$ cat src/rtl/dpcm_pkg.sv
// Shared definitions for the DPCM decoder and its companion encoder: bus FSM
// states, default sample width and register addresses.
package dpcm_pkg;

  // Default width of samples and differences
  localparam int unsigned DW_DEFAULT = 8;

  // Register map (single address bit)
  localparam logic ADDR_DATA = 1'b0;
  localparam logic ADDR_CTRL = 1'b1;

  // Bus FSM; encoding 2'b11 is unused and recovers to IDLE
  typedef enum logic [1:0] {
    IDLE   = 2'd0,
    SETUP  = 2'd1,
    ACCESS = 2'd2
  } bus_state_e;

endpackage

$ cat src/rtl/dpcm_sat_add.sv
// Combinational signed saturating adder. Adds at DW+1 bits and clamps the
// result to the DW-bit signed range, flagging when the clamp engaged.
module dpcm_sat_add
  import dpcm_pkg::*;
#(
  parameter int unsigned DW = DW_DEFAULT
) (
  input  logic signed [DW-1:0] a,
  input  logic signed [DW-1:0] b,
  output logic signed [DW-1:0] y,
  output logic                 clamped
);

  localparam logic signed [DW-1:0] MaxVal = {1'b0, {(DW-1){1'b1}}};
  localparam logic signed [DW-1:0] MinVal = {1'b1, {(DW-1){1'b0}}};

  logic [DW:0] w_sum;

  assign w_sum = {a[DW-1], a} + {b[DW-1], b};

  // Overflow shows as disagreement between the two top bits; the extra top bit
  // carries the true sign and picks which rail to clamp to.
  always_comb begin
    clamped = w_sum[DW] ^ w_sum[DW-1];
    y       = w_sum[DW-1:0];
    if (clamped) begin
      y = w_sum[DW] ? MinVal : MaxVal;
    end
  end

endmodule

$ cat src/rtl/dpcm_decoder.sv
// DPCM decoder behind an APB-style slave port. DATA writes accumulate a signed
// difference onto the predictor with saturation; CTRL writes seed the predictor.
module dpcm_decoder
  import dpcm_pkg::*;
#(
  parameter int unsigned DW = DW_DEFAULT
) (
  input  logic                 pclk,
  input  logic                 preset,
  input  logic                 psel,
  input  logic                 penable,
  input  logic                 pwrite,
  input  logic                 paddr,
  input  logic signed [DW-1:0] pwdata,
  output logic        [DW-1:0] prdata,
  output logic                 pready,
  output logic signed [DW-1:0] sample_out,
  output logic                 sample_valid,
  output logic                 sat_flag,
  output logic        [1:0]    estado
);

  localparam logic [DW-1:0] CntOne = {{(DW-1){1'b0}}, 1'b1};

  bus_state_e          r_state;
  logic signed [DW-1:0] r_pred;
  logic signed [DW-1:0] r_sample_out;
  logic                 r_valid;
  logic                 r_sat;
  logic        [DW-1:0] r_cnt;

  logic                 w_access;
  logic                 w_wr;
  logic                 w_wr_data;
  logic                 w_wr_ctrl;
  logic signed [DW-1:0] w_sum;
  logic                 w_clamped;

  assign w_access  = (r_state == ACCESS);
  assign w_wr      = w_access & psel & penable & pwrite;
  assign w_wr_data = w_wr & (paddr == ADDR_DATA);
  assign w_wr_ctrl = w_wr & (paddr == ADDR_CTRL);

  dpcm_sat_add #(
    .DW(DW)
  ) u_sat_add (
    .a      (r_pred),
    .b      (pwdata),
    .y      (w_sum),
    .clamped(w_clamped)
  );

  // Bus FSM: IDLE -> SETUP -> ACCESS, one transfer completes per ACCESS edge
  always_ff @(posedge pclk or posedge preset) begin
    if (preset) begin
      r_state <= IDLE;
    end else begin
      case (r_state)
        IDLE: begin
          r_state <= (psel && !penable) ? SETUP : IDLE;
        end
        SETUP: begin
          if (!psel) begin
            r_state <= IDLE;
          end else if (penable) begin
            r_state <= ACCESS;
          end else begin
            r_state <= SETUP;
          end
        end
        ACCESS: begin
          r_state <= (psel && !penable) ? SETUP : IDLE;
        end
        default: begin
          r_state <= IDLE;
        end
      endcase
    end
  end

  // Datapath: predictor, output sample, pulse, sticky flag and sample counter
  always_ff @(posedge pclk or posedge preset) begin
    if (preset) begin
      r_pred       <= '0;
      r_sample_out <= '0;
      r_valid      <= 1'b0;
      r_sat        <= 1'b0;
      r_cnt        <= '0;
    end else begin
      r_valid <= w_wr_data;
      if (w_wr_data) begin
        r_pred       <= w_sum;
        r_sample_out <= w_sum;
        r_cnt        <= r_cnt + CntOne;
        // Sticky: only ever sets here; clearing is a CTRL-write side effect
        if (w_clamped) begin
          r_sat <= 1'b1;
        end
      end else if (w_wr_ctrl) begin
        r_pred <= pwdata;
        r_sat  <= 1'b0;
        r_cnt  <= '0;
      end
    end
  end

  // Read mux: live only for reads in ACCESS, zero otherwise
  always_comb begin
    prdata = '0;
    if (w_access && !pwrite) begin
      prdata = (paddr == ADDR_CTRL) ? r_cnt : r_pred;
    end
  end

  assign pready       = w_access;
  assign estado       = r_state;
  assign sample_out   = r_sample_out;
  assign sample_valid = r_valid;
  assign sat_flag     = r_sat;

endmodule

$ cat config.mk
export PLATFORM = sky130hd
export DESIGN_NAME = dpcm_decoder
export DESIGN_NICKNAME = d
export VERILOG_FILES = /design/src/rtl/dpcm_pkg.sv /design/src/rtl/dpcm_sat_add.sv /design/src/rtl/dpcm_decoder.sv
export SDC_FILE = /design/constraint.sdc
export NUM_CORES = 1
export LEC_CHECK = 0
export BUFFER_PORTS_ARGS = -buffer_cell sky130_fd_sc_hd__buf_4
export CORE_UTILIZATION = 30
export DETAILED_ROUTE_END_ITERATION = 6
export PLACE_DENSITY_LB_ADDON = 0.12
export SKIP_LAST_GASP = 1
export SLEW_MARGIN = 25
export SYNTH_ARGS = -nofsm -noshare
export SYNTH_HDL_FRONTEND = slang
export SYNTH_HIERARCHICAL = 1
export SYNTH_SLANG_ARGS = --single-unit
export TNS_END_PERCENT = 5
$ cat constraint.sdc
create_clock -name pclk -period 2.27 [get_ports pclk]
set_clock_uncertainty 0.2 [all_clocks]
set_input_delay 0.454 -clock pclk [delete_from_list [all_inputs] [get_ports pclk]]
set_output_delay 0.454 -clock pclk [all_outputs]
set_load 0.01 [all_outputs]
Word level (Yosys, flattened, before mapping):

Index checks and enable logic that the tools add are counted.

* memories: 0
* register bits: 28
* output and inout port bits: 21
* logic and storage cells: 41
* latch bits: 0
* input bits: 14
* memory bits (writable): 0
* ROM bits: 0

* shift-type cells: 0
* equality and inequality tests: 3
* divide/modulo/power cells: 0
* bitwise logic cells: 7
* multiplexer cells: 15
* add/sub/neg operators: 2
* order comparisons: 0
* multiply operators: 0
* reduce and logical (&&, ||, !) cells: 8

Operators with widths (count)
* $mux 8: 8
* $add 8x8->9: 1
* $add 8x1->8 const B: 1
* $and 1x1->1: 5
* $mux 1: 4
* $mux 2: 2
* $pmux 2 s2: 1
* $eq 2x1->1 const B: 1
* $eq 2x2->1 const B: 1
* $logic_and 1x1->1: 2
* $logic_not 1->1: 2
* $logic_not 2->1: 1
* $ne 2x1->1 const B: 1
* $reduce_and 2->1: 1
* $reduce_bool 2->1: 1
* $reduce_or 2->1: 1
* $not 1->1: 1
* $xor 1x1->1: 1

Logic depth before layout (Yosys ltp):

Gate-level depths: netlist of the first run.

* depth in word-level cells: 7
* gate-level depth with buffers: 9
* gate-level depth less buffers: 9

By module:

Netlist of the first run, hierarchy kept.

By module, submodules not included
* dpcm_decoder: cells an instance 130, area each 1406.3 µm², times used 1, seq. area each 700.7 µm²
* dpcm_sat_add: cells an instance 56, area each 432.9 µm², times used 1, seq. area each 0.0 µm²

Worst setup path before layout of the first run:

No wires, ideal clock.

* path type: input -> register
* from: in pwdata[0]
* to: reg r_sample_out[2], in the netlist sample_out[2]
* stages on the path: 8
* setup time: 125 ps
* buffers on the path: 0
* arrival: 2153 ps
* data required time: 1945 ps
* path slack: -208 ps
* cells stage by stage: ha_1 fa_1 nand3_1 a21o_1 a41oi_2 nor3_4 o21ai_1 mux2_2

* longest elaborated chain between the ends: 3
* elaborated cells between the ends (all ways): 4
* classes of those cells: add/sub: 1; mux: 2; bitwise: 1

RTL lines
* start, declared: line dpcm_decoder.sv:14 `input logic signed [DW-1:0] pwdata,`
* $add 8x8->9 (*): line dpcm_sat_add.sv:19 `assign w_sum = {a[DW-1], a} + {b[DW-1], b};`
* $mux 8 / $xor 1x1->1 (equally long branches): line dpcm_sat_add.sv:27, dpcm_sat_add.sv:24
* $mux 8 (*): line dpcm_sat_add.sv:26 `if (clamped) begin`
* net w_sum[2]: line dpcm_decoder.sv:36 `logic signed [DW-1:0] w_sum;`
* end signal, assigned: line dpcm_decoder.sv:93 `r_sample_out <= w_sum;`
* end, declared: line dpcm_decoder.sv:27 `logic signed [DW-1:0] r_sample_out;`

Mark *: on every way through the listed nets, which the timed path passes. The rest lies on a longest branch.
A chain may end at the register's enable or synchronous reset.

Worst setup path after layout of the first run:

* from: reg r_pred[0]
* to: reg r_sample_out[0], in the netlist sample_out[0]

* longest elaborated chain between the ends: 3
* elaborated cells between the ends (all ways): 4
* classes of those cells: add/sub: 1; mux: 2; bitwise: 1

RTL lines
* start, declared: line dpcm_decoder.sv:26 `logic signed [DW-1:0] r_pred;`
* start signal, assigned: line dpcm_decoder.sv:92 `r_pred <= w_sum;`
* start signal, assigned: line dpcm_decoder.sv:100 `r_pred <= pwdata;`
* $add 8x8->9 (*): line dpcm_sat_add.sv:19
* $mux 8 / $xor 1x1->1 (equally long branches): line dpcm_sat_add.sv:27, dpcm_sat_add.sv:24
* $mux 8 (*): line dpcm_sat_add.sv:26
* net w_sum[0]: line dpcm_decoder.sv:36

Marks and branches as above.

==> flow_metrics.tcl, run 1 <==
set metrics [dict create \
    root_buffer "clkbuf_8" \
    drv_slew 0 \
    synth_common_cells "dfrtp_1, nand2_1, mux2i_1, o21ai_0, nor2_1" \
    antenna_found_initial 0 \
    area_delta_synth_final_pct 37.6 \
    grt_pass1_wl_mm 7.45 \
    drt_wl_total_mm 4.55 \
    crit_family "adder cells" \
    tns_ns -1.07 \
    fillers 604 \
    worstPathRequired_ns 2.24 \
    final_area_um2 2530 \
    ys_ff_latch 28 \
    h-tree-depth 1 \
    synthTopCellsByArea "dfrtp_1, mux2i_1, ha_1" \
    grt_max_degree 29 \
    crit_buf_inv 1 \
    fin_nets 271 \
    place_area_um2 2370 \
    hp-class "in2async" \
    crit_path_end_kind "register" \
    power.leakage_uw 0.00125 \
    io_pins 35 \
    syn_area_per_cell_um2 9.89 \
    vias_per_cell 4.73 \
    synth.distinct_cells 45 \
    synth_cells 186 \
    synth.largest_area_cell "dfrtp_1" \
    p_sw_uw 532 \
    crit_type "reg2reg" \
    clk_pin_slew_worst_paths_ns 0.09 \
    ys_dominant_reg_cell "dfrtp_1" \
    min_period_over_period_pct 105 \
    dp_hpwl_mm 3.42 \
    worstPathMaxFanout 7 \
    cap_violations 0 \
    synth_warnings 6 \
    grt_pass1_vias 1496 \
    fmax_mhz 420 \
    synth_edf_count 0 \
    max_slew_margin_pct 62.9 \
    drt-pass1-iter-count 4 \
    via_count 1514 \
    async_flop_share_pct 100 \
    p_per_area_nw_per_um2 611 \
    gr-total-overflow 0 \
    cts_buffer_depth 2 \
    drtIter0Drc 58 \
    yosysTopAreaCellShare_pct 38.1 \
    dieWidth_um 80.3 \
    cts_inserted_buffers 3 \
    core_area_um2 5920 \
    outcome "finished with violations" \
    finalHoldViolCount 0 \
    wl_met1_mm 2.27 \
    wl_met2_mm 2.14 \
    post-synth-top-count-cell "dfrtp_1" \
    setup_viol 15 \
    crit_path_max_incr_delay_ns 0.42 \
    clock_sinks 28 \
    cts_tree "done" \
    internal-power_uw 1020 \
    syn_area_um2 1840 \
    utilization_pct 42.8 \
    critPathSlowestCell "dfrtp_1" \
    combPwrFrac_pct 44.0 \
    startpoint_type "register" \
    die_height_um 80.3 \
    netSwitchingFraction_pct 34.4 \
    yosysSeqAreaShare_pct 38.1 \
    rsz0062_at_grt "true" \
    holdBufCountCts 0 \
    vdd_drop_max_mv 0.262 \
    total_power_uw 1550 \
    start_util_pct 31.1 \
    syn-num-nets 210 \
    clkPwrFrac_pct 17.5 \
    grt_usage_pct 15.4 \
    diodes 0 \
    seqPwrFrac_pct 38.5 \
    final.setup.worst_slack_ns -0.110 \
    layout-drive-gt1-share_pct 42.9 \
    post_drt_wl_per_cell_um 14.2 \
    critical_path_arrival_ns 2.35 \
    rows 28 \
    wl_met3_um 102 \
    highest_layer "met4" \
    finalWeightedCongestion 0.763 \
    cp_cell_sequence "ha_4, fa_2, nand3_2, a21o_1, a41oi_4, nor3_4, buf_6, o21ai_2, mux2_2" \
    drc 0 \
    port_buffers 34 \
    ant_nets 0 \
    hold_ws_ns 0.0426 \
    die-area_um2 6450 \
    violations "setup timing" \
    tightestPinTransition_ns 0.555 \
    min_period_ns 2.38 \
    clock_latency_ns 0.27 \
]
metrics by stage:
stage | setup WS, ns | std cells
final | -0.110 | 320
after global routing | -0.236 | 320
after CTS | -0.146 | 319
after detailed placement | -0.410 | 315
after global placement | -0.368 | 315
after floorplan | -0.0428 | 186
path summary, 6_finish.rpt:
| path | from | endpoint | slack [ns] | cells past startpoint |
|---|---|---|---|---|
| setup / recovery | r_pred[0]$_DFFE_PP0P_ | sample_out[0]$_DFFE_PP0P_ | -0.11 | 9 |
| hold / removal | preset | estado[0]$_DFF_PP0_ | 0.04 | 3 |
| setup reg to reg | r_pred[0]$_DFFE_PP0P_ | sample_out[0]$_DFFE_PP0P_ | -0.11 | 9 |
| hold reg to reg | sample_out[3]$_DFFE_PP0P_ | sample_out[3]$_DFFE_PP0P_ | 0.32 | 1 |
| max in group asynchronous | preset | r_pred[2]$_DFFE_PP0P_ | 1.56 | 3 |
| min in group pclk | penable | estado[0]$_DFF_PP0_ | 0.17 | 2 |
state kept, by name (all words and copies together), names as in the netlist:
register and flops:
r_cnt 8, r_pred 8, sample_out 8, estado 2, sat_flag 1, sample_valid 1
kinds of logic after synthesis:
logic type	Yosys count	share of synthesized area [%]
multiplexers	25	14.2
adder cells (fa/ha/maj)	10	7.21
buffers and inverters	15	3.81
flip-flops	28	38.1
XOR/XNOR	5	2.38
AND/OR/NAND/NOR	56	17.9
AO/OA/AOI/OAI	47	16.4
power by group through the flow:
stage                     logic, µW  registers [µW]  clock network (µW)
after floorplan                 342             603                   0
after global placement          592             603                   0
after detailed placement        593             603                   0
after CTS                       638             593                 284
after global routing            757             603                 302
final                           681             595                 271
placed cells by master, fill, tap and decap left out, types with 3 or more instances in the layout:
master    instances
buf_4            61
dfrtp_1          28
nand2_1          18
mux2i_1          16
o21ai_0          14
nor2_1           13
inv_1             8
mux2_2            8
a21oi_2           7
nand3_1           6
ha_1              6
a21oi_1           5
o21ai_2           4
xnor2_1           4
clkbuf_8          3
a21o_1            3
ha_4              3
worst register-to-register path, stage by stage, from the launching register on:
cell	delay [ns]
dfrtp_1	0.42
ha_4	0.19
fa_2	0.36
nand3_2	0.08
a21o_1	0.16
a41oi_4	0.17
nor3_4	0.21
buf_6	0.16
o21ai_2	0.07
mux2_2	0.26
routing by layer:
metal  vias to the layer above  GRT usage (%)
met5                         -              0
met4                         0           5.36
met1                       710           21.3
met2                        15           24.7
li1                        787              -
met3                         2           1.59
timing repair:
action | CTS | global route
cloned | 0 | 0
buffers inserted | 1 | 1
resized for setup | 10 | 10
setup endpoints to repair | 15 | 24
pin swaps | 10 | 9
final cells by class:
cell class	count	area [µm²]	area share [%]
Tap cell	75	93.8	3.71
Timing Repair Buffer	63	480	19.0
Inverter	8	30.0	1.19
Clock buffer	3	41.3	1.63
Sequential cell	28	701	27.7
Multi-Input combinational cell	143	1180	46.8
Note: power is estimated with default switching activity, not from simulation.
==> inputs of run 2 (changes only) <==
==> constraint.sdc (replaced) <==
create_clock -name pclk -period 2.95 [get_ports pclk]
set_clock_uncertainty 0.2 [all_clocks]
set_input_delay 0.59 -clock pclk [delete_from_list [all_inputs] [get_ports pclk]]
set_output_delay 0.59 -clock pclk [all_outputs]
set_load 0.01 [all_outputs]
==> run 2 against run 1 <==
The flow now finishes without violations; cell area decreased by 11%; critical path depth decreased by 1; combinational power decreased by 45%; wire length decreased by 7.6%; final cell count decreased by 7.2%; worst hold slack improved by 0.13 ns; non-clock buffer count decreased by 24; highest routed layer unchanged.
==> flow_metrics.tcl, run 2 (synthesis gave the netlist of run 1 again) <==
set metrics [dict create \
    outcome "complete, no violations" \
    crit_path_end_kind "register" \
    drt-pass1-iter-count 4 \
    die_height_um 80.3 \
    cp_cell_sequence "ha_1, fa_1, nand3_1, a21o_1, a41oi_2, nor3_4, o21ai_1, mux2_2" \
    min_period_ns 2.61 \
    critical_path_arrival_ns 2.58 \
    power.leakage_uw 0.00112 \
    via_count 1457 \
    grt_pass1_vias 1464 \
    min_period_over_period_pct 88.3 \
    drt_wl_total_mm 4.20 \
    cts_buffer_depth 2 \
    io_pins 35 \
    cap_violations 0 \
    total_power_uw 1080 \
    drv_slew 0 \
    crit_path_max_incr_delay_ns 0.42 \
    core_area_um2 5920 \
    cts-resized-gates 0 \
    holdBufCountCts 0 \
    p_per_area_nw_per_um2 481 \
    layout-drive-gt1-share_pct 29.3 \
    die-area_um2 6450 \
    crit_family "adder cells" \
    clock_latency_ns 0.28 \
    critPathSlowestCell "dfrtp_1" \
    dieWidth_um 80.3 \
    diodes 0 \
    fin_nets 247 \
    tightestPinTransition_ns 0.644 \
    drtIter0Drc 45 \
    grt_usage_pct 14.6 \
    root_buffer "clkbuf_8" \
    cts_inserted_buffers 3 \
    grt_pass1_wl_mm 7.19 \
    mostFrequentLayoutCells "buf_4, dfrtp_1, nand2_1" \
    ant_nets 0 \
    area_delta_synth_final_pct 21.8 \
    start_util_pct 31.1 \
    antenna_found_initial 0 \
    crit_type "reg2reg" \
    max_slew_margin_pct 57.0 \
    hp-class "in2async" \
    clock_sinks 28 \
    h-tree-depth 1 \
    post_drt_wl_per_cell_um 14.1 \
    place_inst 293 \
    drc 0 \
    startpoint_type "register" \
    cts_tree "done" \
    tns_ns 0 \
    finalWeightedCongestion 0.790 \
    vdd_drop_max_mv 0.164 \
    fmax_mhz 384 \
    rsz0062_at_grt "false" \
    gr-total-overflow 0 \
    finalHoldViolCount 0 \
    utilization_pct 37.8 \
    cts_setup_buffers 0 \
    rows 28 \
    layout_commonest_cell "buf_4" \
    clk_pin_slew_worst_paths_ns 0.10 \
    dp_hpwl_mm 3.21 \
    worstPathMaxFanout 7 \
    stdcell_count 297 \
    grt_max_degree 29 \
    port_buffers 34 \
    worstPathRequired_ns 2.92 \
    vias_per_cell 4.91 \
    crit_buf_inv 0 \
    setup_viol 0 \
]
## run 2: cell count changes in the layout (fill, tap and decap cells not counted), sizes merged
| cell | change |
|---|---|
| buf | -24 |
| clkbuf | +1 |
## run 2: tightest hold or removal path: cells and delay by family
family | cells | cell delay, ns
buf+inv | 3 | 0.48
## run 2: final timing paths
kind / start / cells after the start / end / slack, ns
worst max register to register: r_pred[0]$_DFFE_PP0P_ / 8 / sample_out[2]$_DFFE_PP0P_ / 0.34
worst min register to register: sample_out[7]$_DFFE_PP0P_ / 1 / sample_out[7]$_DFFE_PP0P_ / 0.32
worst min-delay path: preset / 3 / r_cnt[7]$_DFFE_PP0P_ / 0.18
max in group asynchronous: preset / 3 / estado[1]$_DFF_PP0_ / 2.11
min in group pclk: penable / 2 / estado[0]$_DFF_PP0_ / 0.30
worst max-delay path: r_pred[0]$_DFFE_PP0P_ / 8 / sample_out[2]$_DFFE_PP0P_ / 0.34
## run 2: final cells by class
class / count / area, µm²
clock buffer: 4 / 55.1
fill: 619 / 3680
inverter: 8 / 30.0
multi-input combinational: 143 / 1070
sequential: 28 / 701
tap: 75 / 93.8
timing repair buffer: 39 / 293
## run 2: metal layers
layer | vias up | routed length, µm | share of wire, % | GRT usage, %
li1 | 746 | - | - | -
met1 | 693 | 2150 | 51 | 21.5
met2 | 16 | 1940 | 46 | 22.1
met3 | 2 | 74 | 1.8 | 1.02
met4 | 0 | 40 | 0.95 | 5.36
met5 | - | 0 | 0 | 0
## run 2: per-stage QoR
step	hold slack [ns]	worst slack [ns]	cell area [µm²]
after floorplan	0.259	0.336	1840
after global placement	0.296	0.0913	2190
after detailed placement	0.300	0.0604	2190
after CTS	0.188	0.337	2240
after global routing	0.195	0.144	2240
final	0.177	0.345	2240
## run 2: where the power goes
group          switching [µW]  internal [µW]  total (µW)
logic                     203            173         376
clock network             123            120         243
registers                37.5            422         460
==> inputs of run 3 (changes only) <==
--- a/config.mk
+++ b/config.mk
@@ -6,9 +6,11 @@
 export NUM_CORES = 1
 export LEC_CHECK = 0
 export BUFFER_PORTS_ARGS = -buffer_cell sky130_fd_sc_hd__buf_4
+export CELL_PAD_IN_SITES_DETAIL_PLACEMENT = 1
+export CELL_PAD_IN_SITES_GLOBAL_PLACEMENT = 1
 export CORE_UTILIZATION = 30
 export DETAILED_ROUTE_END_ITERATION = 6
-export PLACE_DENSITY_LB_ADDON = 0.12
+export PLACE_DENSITY = 0.69
 export SKIP_LAST_GASP = 1
 export SLEW_MARGIN = 25
 export SYNTH_ARGS = -nofsm -noshare
==> run 3 against run 2 <==
Maximum frequency fell by 1.3%; combinational power barely moved; via count rose by 2.6%; first-iteration DRC count fell by 31%; global-route usage rose by 1.4 points; worst hold slack got worse by 0.011 ns; non-clock buffer count fell by 1; critical path depth did not move; final cell count fell by 0.34%; flip-flop and latch count did not move; clock-buffer cell count did not move.
==> flow_metrics.tcl, run 3 (synthesis gave the netlist of run 1 again) <==
set metrics [dict create \
    grt_pass1_wl_mm 7.73 \
    cts_setup_buffers 0 \
    finalHoldViolCount 0 \
    grt_max_degree 29 \
    port_buffers 34 \
    clock_sinks 28 \
    cts-resized-gates 0 \
    drtIter0Drc 31 \
    power.leakage_uw 0.00112 \
    layout-drive-gt1-share_pct 29.0 \
    area_delta_synth_final_pct 21.4 \
    clock_latency_ns 0.28 \
    via_count 1495 \
    worstPathMaxFanout 7 \
    startpoint_type "register" \
    root_buffer "clkbuf_8" \
    dieWidth_um 80.3 \
    drc 0 \
    cts_buffer_depth 2 \
    tightestPinTransition_ns 0.668 \
    worstPathRequired_ns 2.93 \
    cts_inserted_buffers 3 \
    max_slew_margin_pct 55.4 \
    crit_type "reg2reg" \
    grt_usage_pct 16.0 \
    place_area_um2 2180 \
    clk_pin_slew_worst_paths_ns 0.10 \
    die_height_um 80.3 \
    utilization_pct 37.7 \
    rsz0062_at_grt "false" \
    layout_commonest_cell "buf_4" \
    min_period_over_period_pct 89.5 \
    core_area_um2 5920 \
    finalWeightedCongestion 0.888 \
    rows 28 \
    antenna_found_initial 0 \
    mostFrequentLayoutCells "buf_4, dfrtp_1, nand2_1" \
    cap_violations 0 \
    setup_viol 0 \
    critical_path_arrival_ns 2.62 \
    min_period_ns 2.64 \
    drt_wl_total_mm 4.57 \
    gr-total-overflow 0 \
    drt-pass1-iter-count 4 \
    tns_ns 0 \
    multi_input_area_um2 1070 \
    fillers 697 \
    fmax_mhz 379 \
    hold_ws_ns 0.166 \
    dp_hpwl_mm 3.41 \
    die-area_um2 6450 \
    hp-class "in2async" \
    diodes 0 \
    crit_start "r_pred[0]$_DFFE_PP0P_" \
    vias_per_cell 5.05 \
    crit_path_end_kind "register" \
    post_drt_wl_per_cell_um 15.4 \
    drv_slew 0 \
    cts_tree "done" \
    vdd_drop_max_mv 0.201 \
    final_area_um2 2230 \
    h-tree-depth 1 \
    holdBufCountCts 0 \
    ant_nets 0 \
    start_util_pct 31.1 \
    p_per_area_nw_per_um2 487 \
    io_pins 35 \
    rr_startpoint "r_pred[0]$_DFFE_PP0P_" \
    fin_nets 246 \
    grt_pass1_vias 1529 \
    outcome "complete, no violations" \
    regArea_um2 701 \
]
## run 3: cell types whose count changed in the layout (fill, tap and decap cells not counted)
cell and delta:
buf_4 -1
## run 3: worst max-delay path: stages (launching register included)
cell     delay (ns)
dfrtp_1        0.41
ha_1           0.26
fa_1           0.41
nand3_1        0.13
a21o_1         0.14
a41oi_2        0.20
nor3_4         0.37
o21ai_1        0.14
mux2_2         0.28
## run 3: cell type report
cell class / instances / area share [%]
clock buffer: 4 / 2.46
inverter: 8 / 1.34
multi-input combinational: 143 / 47.8
sequential: 28 / 31.4
tap: 75 / 4.20
timing repair buffer: 38 / 12.8
## run 3: power by group
part	leakage [µW]	internal (µW)	switching (µW)
sequential	0.000377	422	37.6
clock	0.0000288	120	132
combinational	0.000709	167	209
## run 3: routing by layer
layer | wire length, µm | track usage [%] | vias to the layer above
li1 | - | - | 740
met1 | 2200 | 21.5 | 718
met2 | 2160 | 26.7 | 35
met3 | 183 | 2.84 | 2
met4 | 25 | 3.21 | 0
met5 | 0 | 0 | -
## run 3: path summary, 6_finish.rpt
kind,to,slack [ns],depth (start not counted)
setup / recovery,sample_out[2]$_DFFE_PP0P_,0.31,8
hold / removal,estado[0]$_DFF_PP0_,0.17,3
setup reg to reg,sample_out[2]$_DFFE_PP0P_,0.31,8
hold reg to reg,sample_out[3]$_DFFE_PP0P_,0.32,1
max in group asynchronous,r_cnt[6]$_DFFE_PP0P_,2.10,3
min in group pclk,estado[0]$_DFF_PP0_,0.28,2
## run 3: per-stage QoR
step                power (µW)  setup WS [ns]  std cells
floorplan                  721          0.336        186
global placement           833          0.108        292
detailed placement         844         0.0480        292
CTS                       1100          0.315        296
global route              1160          0.147        296
finish                    1090          0.309        296
